===== config.mk =====
export PLATFORM = sky130hd
export DESIGN_NAME = entrada_tempo
export DESIGN_NICKNAME = d
export VERILOG_FILES = /design/src/rtl/entrada_tempo_pkg.sv /design/src/rtl/entrada_tempo_digit_shift_reg.sv /design/src/rtl/entrada_tempo.sv
export SDC_FILE = /design/constraint.sdc
export NUM_CORES = 1
export LEC_CHECK = 0
export ABC_AREA = 1
export BUFFER_PORTS_ARGS = -buffer_cell sky130_fd_sc_hd__buf_4
export CAP_MARGIN = 20
export CORE_MARGIN = 5
export CORE_UTILIZATION = 25
export CTS_CLUSTER_SIZE = 14
export DETAILED_ROUTE_END_ITERATION = 10
export PLACE_DENSITY_LB_ADDON = 0.1
export SYNTH_ARGS = -nofsm -noshare
export SYNTH_HDL_FRONTEND = slang
export SYNTH_SLANG_ARGS = --single-unit

===== constraint.sdc =====
create_clock -name clk -period 2.84 [get_ports clk]
set_input_delay 0 -clock clk [delete_from_list [all_inputs] [get_ports clk]]
set_output_delay 0 -clock clk [all_outputs]
set_load 0.005 [all_outputs]

===== src/rtl/entrada_tempo_pkg.sv =====
// Shared constants, key codes and FSM encoding for the keypad time-entry controller.
package entrada_tempo_pkg;

    localparam int NDIG     = 4;
    localparam int DBITS    = 4;
    localparam int MAX_SECT = 5;
    localparam int CBITS    = $clog2(NDIG + 1);

    localparam logic [3:0] KEY_START  = 4'd10;
    localparam logic [3:0] KEY_CANCEL = 4'd11;

    typedef enum logic [2:0] {
        ST_IDLE  = 3'd0,
        ST_ENTRY = 3'd1,
        ST_LOAD  = 3'd2,
        ST_RUN   = 3'd3,
        ST_DONE  = 3'd4
    } state_t;

    function automatic logic is_digit(input logic [3:0] code);
        return code <= 4'd9;
    endfunction

endpackage


===== src/rtl/entrada_tempo_digit_shift_reg.sv =====
// NDIG x DBITS digit shift register; new digits enter at the least-significant
// position and are dropped once the saturating digit counter reaches NDIG.
module entrada_tempo_digit_shift_reg
    import entrada_tempo_pkg::*;
(
    input  logic                  clk,
    input  logic                  rst,
    input  logic                  clr,
    input  logic                  shift_en,
    input  logic [DBITS-1:0]      din,
    output logic [NDIG*DBITS-1:0] digits
);

    logic [NDIG*DBITS-1:0] digits_q;
    logic [NDIG*DBITS-1:0] digits_d;
    logic [CBITS-1:0]      count_q;
    logic [CBITS-1:0]      count_d;

    always_comb begin
        digits_d = digits_q;
        count_d  = count_q;
        if (clr) begin
            digits_d = '0;
            count_d  = '0;
        end else if (shift_en && (count_q < CBITS'(NDIG))) begin
            digits_d = {digits_q[(NDIG-1)*DBITS-1:0], din};
            count_d  = count_q + CBITS'(1);
        end
    end

    always_ff @(posedge clk or posedge rst) begin
        if (rst) begin
            digits_q <= '0;
            count_q  <= '0;
        end else begin
            digits_q <= digits_d;
            count_q  <= count_d;
        end
    end

    assign digits = digits_q;

endmodule


===== src/rtl/entrada_tempo.sv =====
// Keypad MM:SS entry and run controller driving a cascaded BCD timer chain:
// collects digits, issues an active-low load strobe, then enables counting until 00:00.
module entrada_tempo
    import entrada_tempo_pkg::*;
(
    input  logic       clk,
    input  logic       clear,
    input  logic       key_valid,
    input  logic [3:0] key_code,
    input  logic       count_end,
    output logic [3:0] data_su,
    output logic [3:0] data_st,
    output logic [3:0] data_mu,
    output logic [3:0] data_mt,
    output logic       load,
    output logic       en,
    output logic       busy,
    output logic       done,
    output logic       err,
    output logic [2:0] dbg_state
);

    state_t state_q;
    state_t state_d;
    logic   first_q;
    logic   first_d;
    logic   load_q, load_d;
    logic   en_q, en_d;
    logic   busy_q, busy_d;
    logic   done_q, done_d;
    logic   err_q, err_d;
    logic   shift_en;
    logic   clr_digits;
    logic   start_reject;
    logic   is_dig, is_start, is_cancel;
    logic [NDIG*DBITS-1:0] digits;

    // key_valid is a one-cycle strobe with no back-pressure: a key is consumed
    // in exactly the cycle it is presented, or not at all.
    assign is_dig    = key_valid && is_digit(key_code);
    assign is_start  = key_valid && (key_code == KEY_START);
    assign is_cancel = key_valid && (key_code == KEY_CANCEL);

    assign start_reject = (digits == '0) ||
                          (digits[DBITS +: DBITS] > DBITS'(MAX_SECT));

    entrada_tempo_digit_shift_reg u_digits (
        .clk      (clk),
        .rst      (clear),
        .clr      (clr_digits),
        .shift_en (shift_en),
        .din      (key_code),
        .digits   (digits)
    );

    always_ff @(posedge clk or posedge clear) begin
        if (clear) begin
            state_q <= ST_IDLE;
            first_q <= 1'b0;
            load_q  <= 1'b1;
            en_q    <= 1'b0;
            busy_q  <= 1'b0;
            done_q  <= 1'b0;
            err_q   <= 1'b0;
        end else begin
            state_q <= state_d;
            first_q <= first_d;
            load_q  <= load_d;
            en_q    <= en_d;
            busy_q  <= busy_d;
            done_q  <= done_d;
            err_q   <= err_d;
        end
    end

    // first_q marks the first RUN cycle, when count_end still reflects the pre-load value.
    always_comb begin
        state_d    = state_q;
        shift_en   = 1'b0;
        clr_digits = 1'b0;
        first_d    = (state_q == ST_LOAD);
        case (state_q)
            ST_IDLE: begin
                if (is_dig) begin
                    shift_en = 1'b1;
                    state_d  = ST_ENTRY;
                end
            end
            ST_ENTRY: begin
                if (is_dig) begin
                    shift_en = 1'b1;
                end else if (is_cancel) begin
                    clr_digits = 1'b1;
                    state_d    = ST_IDLE;
                end else if (is_start && !start_reject) begin
                    state_d = ST_LOAD;
                end
            end
            ST_LOAD: state_d = ST_RUN;
            ST_RUN: begin
                if (is_cancel) begin
                    clr_digits = 1'b1;
                    state_d    = ST_IDLE;
                end else if (count_end && !first_q) begin
                    clr_digits = 1'b1;
                    state_d    = ST_DONE;
                end
            end
            ST_DONE: begin
                clr_digits = 1'b1;
                state_d    = ST_IDLE;
            end
            default: state_d = ST_IDLE;
        endcase
    end

    always_comb begin
        load_d = (state_d != ST_LOAD);
        en_d   = (state_d == ST_RUN);
        busy_d = (state_d == ST_LOAD) || (state_d == ST_RUN);
        done_d = (state_d == ST_DONE);
        err_d  = (state_q == ST_ENTRY) && is_start && start_reject;
    end

    assign data_su   = digits[0*DBITS +: DBITS];
    assign data_st   = digits[1*DBITS +: DBITS];
    assign data_mu   = digits[2*DBITS +: DBITS];
    assign data_mt   = digits[3*DBITS +: DBITS];
    assign load      = load_q;
    assign en        = en_q;
    assign busy      = busy_q;
    assign done      = done_q;
    assign err       = err_q;
    assign dbg_state = state_q;

endmodule


==> flow_metrics.env, run 1 <==
export IMPL_met3_wirelength_um=132
export IMPL_reg2reg_depth=6
export IMPL_area_delta_synth_final_pct=31.76
export IMPL_place_area_um2=1627
export IMPL_period_share_pct=50.66
export IMPL_setup_worst_path_class="flip-flop to flip-flop"
export IMPL_crit_buf_inv=1
export IMPL_finalHoldViolCount=0
export IMPL_drc=0
export IMPL_antenna_cells=0
export IMPL_htreeDepth=1
export IMPL_required_ns=3.04
export IMPL_r2r_setup_slack_ns=1.40
export IMPL_clk_path_buf_depth=2
export IMPL_maxSlewHeadroom_pct=60.10
export IMPL_start_util_pct=25.54
export IMPL_whs_path_depth=4
export IMPL_mostFrequentLayoutCells="nor2_1, buf_4, dfrtp_1"
export IMPL_cts_clk_slew_worst_paths_ns=0.10
export IMPL_die_y_um=82.01
export IMPL_cp_start_kind="flip-flop"
export IMPL_cts_made_buffers=3
export IMPL_finalCoreUtilization_pct=33.65
export IMPL_skew_ns=0.001525
export IMPL_final_layout_size_suffix_gt1_share_pct=21.43
export IMPL_fin_crit_ns=1.439
export IMPL_grt_pass1_wl_um=5237
export IMPL_worstPathArrival_ns=1.64
export IMPL_critPathMostFrequentCell="nor2_1"
export IMPL_leakagePower_uw=0.0009030
export IMPL_fp_row_count=26
export IMPL_gr_total_overflow=0
export IMPL_cts_root_buffer_cell="clkbuf_8"
export IMPL_status="finished clean"
export IMPL_critPathTopFamily="simple AND/OR/NAND/NOR gates"
export IMPL_port_buffers=31
export IMPL_grtUsageTotal_pct=10.12
export IMPL_cp_max_fo=35
export IMPL_vias=1096
export IMPL_clk_latency_ns=0.27
export IMPL_cts_tree="done"
export IMPL_syn_avg_cell_area_um2=8.002
export IMPL_worst_slew_pin_slew_ns=0.5979
export IMPL_hold_class="primary input to flip-flop"
export IMPL_cts_sink_count=28
export IMPL_slew_viol_final=0
export IMPL_syn_area_um2=1296
export IMPL_pwr_density_cell_nw_per_um2=1010
export IMPL_synth_seq_area_share_pct=54.15
export IMPL_core_area_um2=5075
export IMPL_die_w_um=82.01
export IMPL_dpl_hpwl_um=2345
export IMPL_cp_cell_sequence="nor2_2 -> nand4_2 -> buf_4 -> nor2_1 -> a21oi_1 -> nor2_1"
export IMPL_synthesis_nets=171
export IMPL_final_common_cell="nor2_1"
export IMPL_rsz0062_at_grt="no"
export IMPL_top_layer_used="met4"
export IMPL_peakVddDrop_mv=0.2990
export IMPL_dr_pass1_iters=4
export IMPL_drt_iter0_drc=31
export IMPL_end_kind="flip-flop"
export IMPL_ios=32
export IMPL_cts_resized=0
export IMPL_critPathMaxStageDelay_ns=0.43
export IMPL_crit_cells=6
export IMPL_drt_wirelength_per_cell_um=11.80
export IMPL_antenna_found_initial=0
export IMPL_die_area_um2=6725
export IMPL_drv_cap=0
export IMPL_setup_viol=0
export IMPL_ys_warn_count=0
export IMPL_routed_via_density=4.120
export IMPL_fmax_ghz=0.6950
export IMPL_final_area_um2=1708
export IMPL_grt_start_max_net_pins=36
export IMPL_grt_pass1_vias=1133
export IMPL_ys_ff_latch=28
export IMPL_cp_slowest_cell="dfrtp_1"
export IMPL_wirelength_um=3138
export IMPL_synthDistinctLibCells=19
export IMPL_met2_length_um=1550
export IMPL_fin_setup_tns_ns=0
export IMPL_gp_congestion=0.7260
export IMPL_nNetsFinal=206
export IMPL_wl_met1_um=1434
export IMPL_postRouteAntennaNets=0
export IMPL_syn_inst=162
==> per-stage QoR <==
stage                     setup slack, ns  hold WS (ns)  power (uW)  cells
after floorplan                     1.498       0.06467        1100    162
after global placement              1.408        0.3272        1424    260
after detailed placement            1.414        0.1144        1440    261
after CTS                           1.382       0.01732        1761    266
after global routing                1.226       0.04293        1894    266
final                               1.401       0.02185        1725    266
==> routing by layer <==
layer | track usage (%) | vias up
met5 | 0 | -
met4 | 3.488 | 0
met3 | 2.412 | 2
met2 | 16.88 | 16
met1 | 12.74 | 515
li1 | - | 563
==> where the power goes <==
part / switching, uW / internal (uW) / leakage [uW]
registers: 146 / 558 / 0.000369
logic: 375 / 333 / 0.000498
clock network: 124 / 189 / 0.0000357
==> cell usage after synthesis (all sizes together) <==
master	n	share of area, %
nor2	55	16
nand2	14	4.1
dfstp	1	2.0
clkbuf	1	0.29
ha	1	0.97
nand4	1	0.97
dfrtp	27	52
nor3	2	1.6
a21oi	19	7.3
nand3	7	3.1
inv	26	7.5
xor2	1	0.68
o21ai	4	1.5
buf	3	1.6
==> worst min-delay path: cells and delay by family <==
| family | cells | cell delay [ns] |
|---|---|---|
| buffers and inverters | 1 | 0.09 |
| AOI/OAI and AO/OA | 1 | 0.04 |
| and+or+nand+nor | 2 | 0.14 |
==> logic make-up after synthesis <==
family	count (synthesis)	synth area share (%)
AND/OR/NAND/NOR	79	25.87
buffers and inverters	30	9.459
flip-flops	28	54.15
AO/OA/AOI/OAI	23	8.880
XOR/XNOR	1	0.6758
adder cells (fa/ha/maj)	1	0.9651
==> cell type report <==
type	count	area (um^2)
timing repair buffer	34	277.8
clock buffer	3	41.29
fill	572	3367
inverter	26	97.59
multi-input combinational	104	471.7
sequential	28	701.9
tap	70	87.58
clock inverter	1	30.03
==> path summary, 6_finish.rpt <==
path                                     startpoint                  end
worst max-delay path                   dbg_state[2]  u_digits.digits[14]
worst min-delay path                    key_code[0]                  err
worst max register to register         dbg_state[2]  u_digits.digits[14]
worst min register to register  u_digits.count_q[1]  u_digits.count_q[1]
max in group asynchronous                     clear                 load
min in group asynchronous                     clear  u_digits.digits[10]
==> registers in the layout, summed over array words and instances (netlist names) <==
signal	count
first_q	1
load	1
en	1
u_digits.count_q	3
dbg_state	3
done	1
u_digits.digits	16
busy	1
err	1
==> repair_timing <==
item	4_1_cts	5_1_grt
setup buffers	0	0
hold buffers	1	0
hold endpoints to repair	11	0
Power figures use the tool's default switching activity.
==> run 2, diff against run 1 <==
==> constraint.sdc (replaced) <==
create_clock -name clk -period 1.15 [get_ports clk]
set_input_delay 0 -clock clk [delete_from_list [all_inputs] [get_ports clk]]
set_output_delay 0 -clock clk [all_outputs]
set_load 0.005 [all_outputs]
==> flow_metrics.env, run 2 (same netlist as run 1, synthesis figures left out) <==
export IMPL_htreeDepth=1
export IMPL_skew_ns=0.01032
export IMPL_grt_pass1_vias=1352
export IMPL_grt_pass1_wl_um=5844
export IMPL_grtUsageTotal_pct=11.23
export IMPL_antenna_cells=0
export IMPL_fin_setup_tns_ns=-2.660
export IMPL_setup_viol=21
export IMPL_core_area_um2=5075
export IMPL_nNetsFinal=245
export IMPL_mostFrequentLayoutCells="buf_4, nor2_1, dfrtp_1"
export IMPL_area_delta_synth_final_pct=70.08
export IMPL_cts_root_buffer_cell="clkbuf_8"
export IMPL_cts_made_buffers=3
export IMPL_drt_wirelength_per_cell_um=11.97
export IMPL_drv_cap=0
export IMPL_crit_buf_inv=2
export IMPL_finalHoldViolCount=0
export IMPL_r2r_start="dbg_state[2]"
export IMPL_hp_start="key_code[0]"
export IMPL_maxSlewHeadroom_pct=71.42
export IMPL_gr_total_overflow=0
export IMPL_clk_latency_ns=0.28
export IMPL_die_y_um=82.01
export IMPL_dr_pass1_iters=4
export IMPL_n_fill_cell=550
export IMPL_drc=0
export IMPL_cts_sink_count=28
export IMPL_crit_path_start="dbg_state[2]"
export IMPL_final_area_um2=2205
export IMPL_cts_tree="done"
export IMPL_holdWs_ns=0.02197
export IMPL_postRouteAntennaNets=0
export IMPL_pre_cts_ws_ns=-0.1216
export IMPL_slew_viol_final=0
export IMPL_dpl_hpwl_um=2490
export IMPL_port_buffers=31
export IMPL_status="complete, but fails checks"
export IMPL_final_layout_size_suffix_gt1_share_pct=53.19
export IMPL_cp_max_fo=5
export IMPL_pwr_density_cell_nw_per_um2=2577
export IMPL_vias=1301
export IMPL_cts_clk_slew_worst_paths_ns=0.09
export IMPL_critPathMaxStageDelay_ns=0.46
export IMPL_leakagePower_uw=0.001121
export IMPL_cp_cell_sequence="nor2_4 -> buf_6 -> nand3_2 -> nand3_4 -> clkbuf_16 -> nor2_2"
export IMPL_rsz0062_at_grt="yes"
export IMPL_regArea_um2=703.2
export IMPL_worst_slack_ns=-0.1625
export IMPL_violations="negative setup slack"
export IMPL_ios=32
export IMPL_wirelength_um=3652
export IMPL_cp_slowest_cell="dfrtp_2"
export IMPL_hold_class="primary input to flip-flop"
export IMPL_drt_iter0_drc=27
export IMPL_critPathTopFamily="flip-flops"
export IMPL_die_area_um2=6725
export IMPL_worstPathArrival_ns=1.48
export IMPL_worst_slew_pin_slew_ns=0.4254
export IMPL_required_ns=1.32
export IMPL_fmax_ghz=0.7619
export IMPL_peakVddDrop_mv=1.015
export IMPL_final_common_cell="buf_4"
export IMPL_cp_start_kind="flip-flop"
export IMPL_start_util_pct=25.54
export IMPL_end_kind="flip-flop"
export IMPL_fp_row_count=26
export IMPL_clk_path_buf_depth=2
export IMPL_gp_congestion=0.7442
export IMPL_period_share_pct=114.1
export IMPL_grt_start_max_net_pins=36
export IMPL_setup_worst_path_class="flip-flop to flip-flop"
export IMPL_routed_via_density=4.266
export IMPL_fin_crit_ns=1.312
export IMPL_multi_input_area_um2=623.1
export IMPL_place_area_um2=1866
export IMPL_antenna_found_initial=0
export IMPL_largest_reg_flops=16
export IMPL_die_w_um=82.01
-- run 2: cell count changes in the layout (fill, tap and decap cells not counted), moves of 3 or more --
cell / change
a21oi_1: -6
nor2_4: +3
buf_6: +3
nor2_1: -27
nand2_2: +3
buf_4: +33
nor2_2: +24
nand3_1: -3
nand2_1: -3
a21oi_2: +6
-- run 2: area by class of cell --
class,instances,area share [%]
well taps,70,3.973
inverters,26,4.427
multi-input cells,104,28.26
repair buffers,73,28.21
clock inverters,1,1.362
clock buffers,3,1.873
flip-flops and latches,28,31.90
-- run 2: what timing repair did --
action	4_1_cts	5_1_grt
pin swaps	7	11
hold buffers	1	0
endpoints found under the setup margin	23	27
endpoints found under the hold margin	27	0
gates cloned	0	3
buffers inserted	3	5
resized for setup	12	33
-- run 2: through the flow --
stage	util (%)	instances	power [uW]
after floorplan	-	162	2819
after global placement	36.76	289	4231
after detailed placement	36.76	289	4256
after CTS	39.55	297	5240
after global routing	43.44	305	6182
final	43.44	305	5682
-- run 2: path summary, 6_finish.rpt --
path	to	slack [ns]	cells after the start
setup reg to reg	u_digits.digits[3]	-0.16	6
hold reg to reg	u_digits.count_q[1]	0.54	2
hold / removal	err	0.02	4
min in group asynchronous	en	0.34	4
setup / recovery	u_digits.digits[3]	-0.16	6
max in group asynchronous	load	0.50	4
-- run 2: worst min-delay path, delay by kind of cell --
family                 cells  cell delay (ns)
AOI/OAI and AO/OA          1             0.03
buffers and inverters      1             0.08
and+or+nand+nor            2             0.15
-- run 2: metal layers --
metal  vias to the layer above  global-route usage [%]  routed length [um]
li1                        645                       -                   -
met1                       631                   13.17                1568
met2                        23                   20.11                1898
met3                         2                   2.741                 164
met4                         0                   3.322                  20
met5                         -                       0                   0
-- run 2: power by group --
group	switching, uW	total, uW	internal [uW]	leakage (uW)
logic	1530	3290	1760	0.000718
clock network	322	789	466	0.0000357
registers	229	1610	1380	0.000367
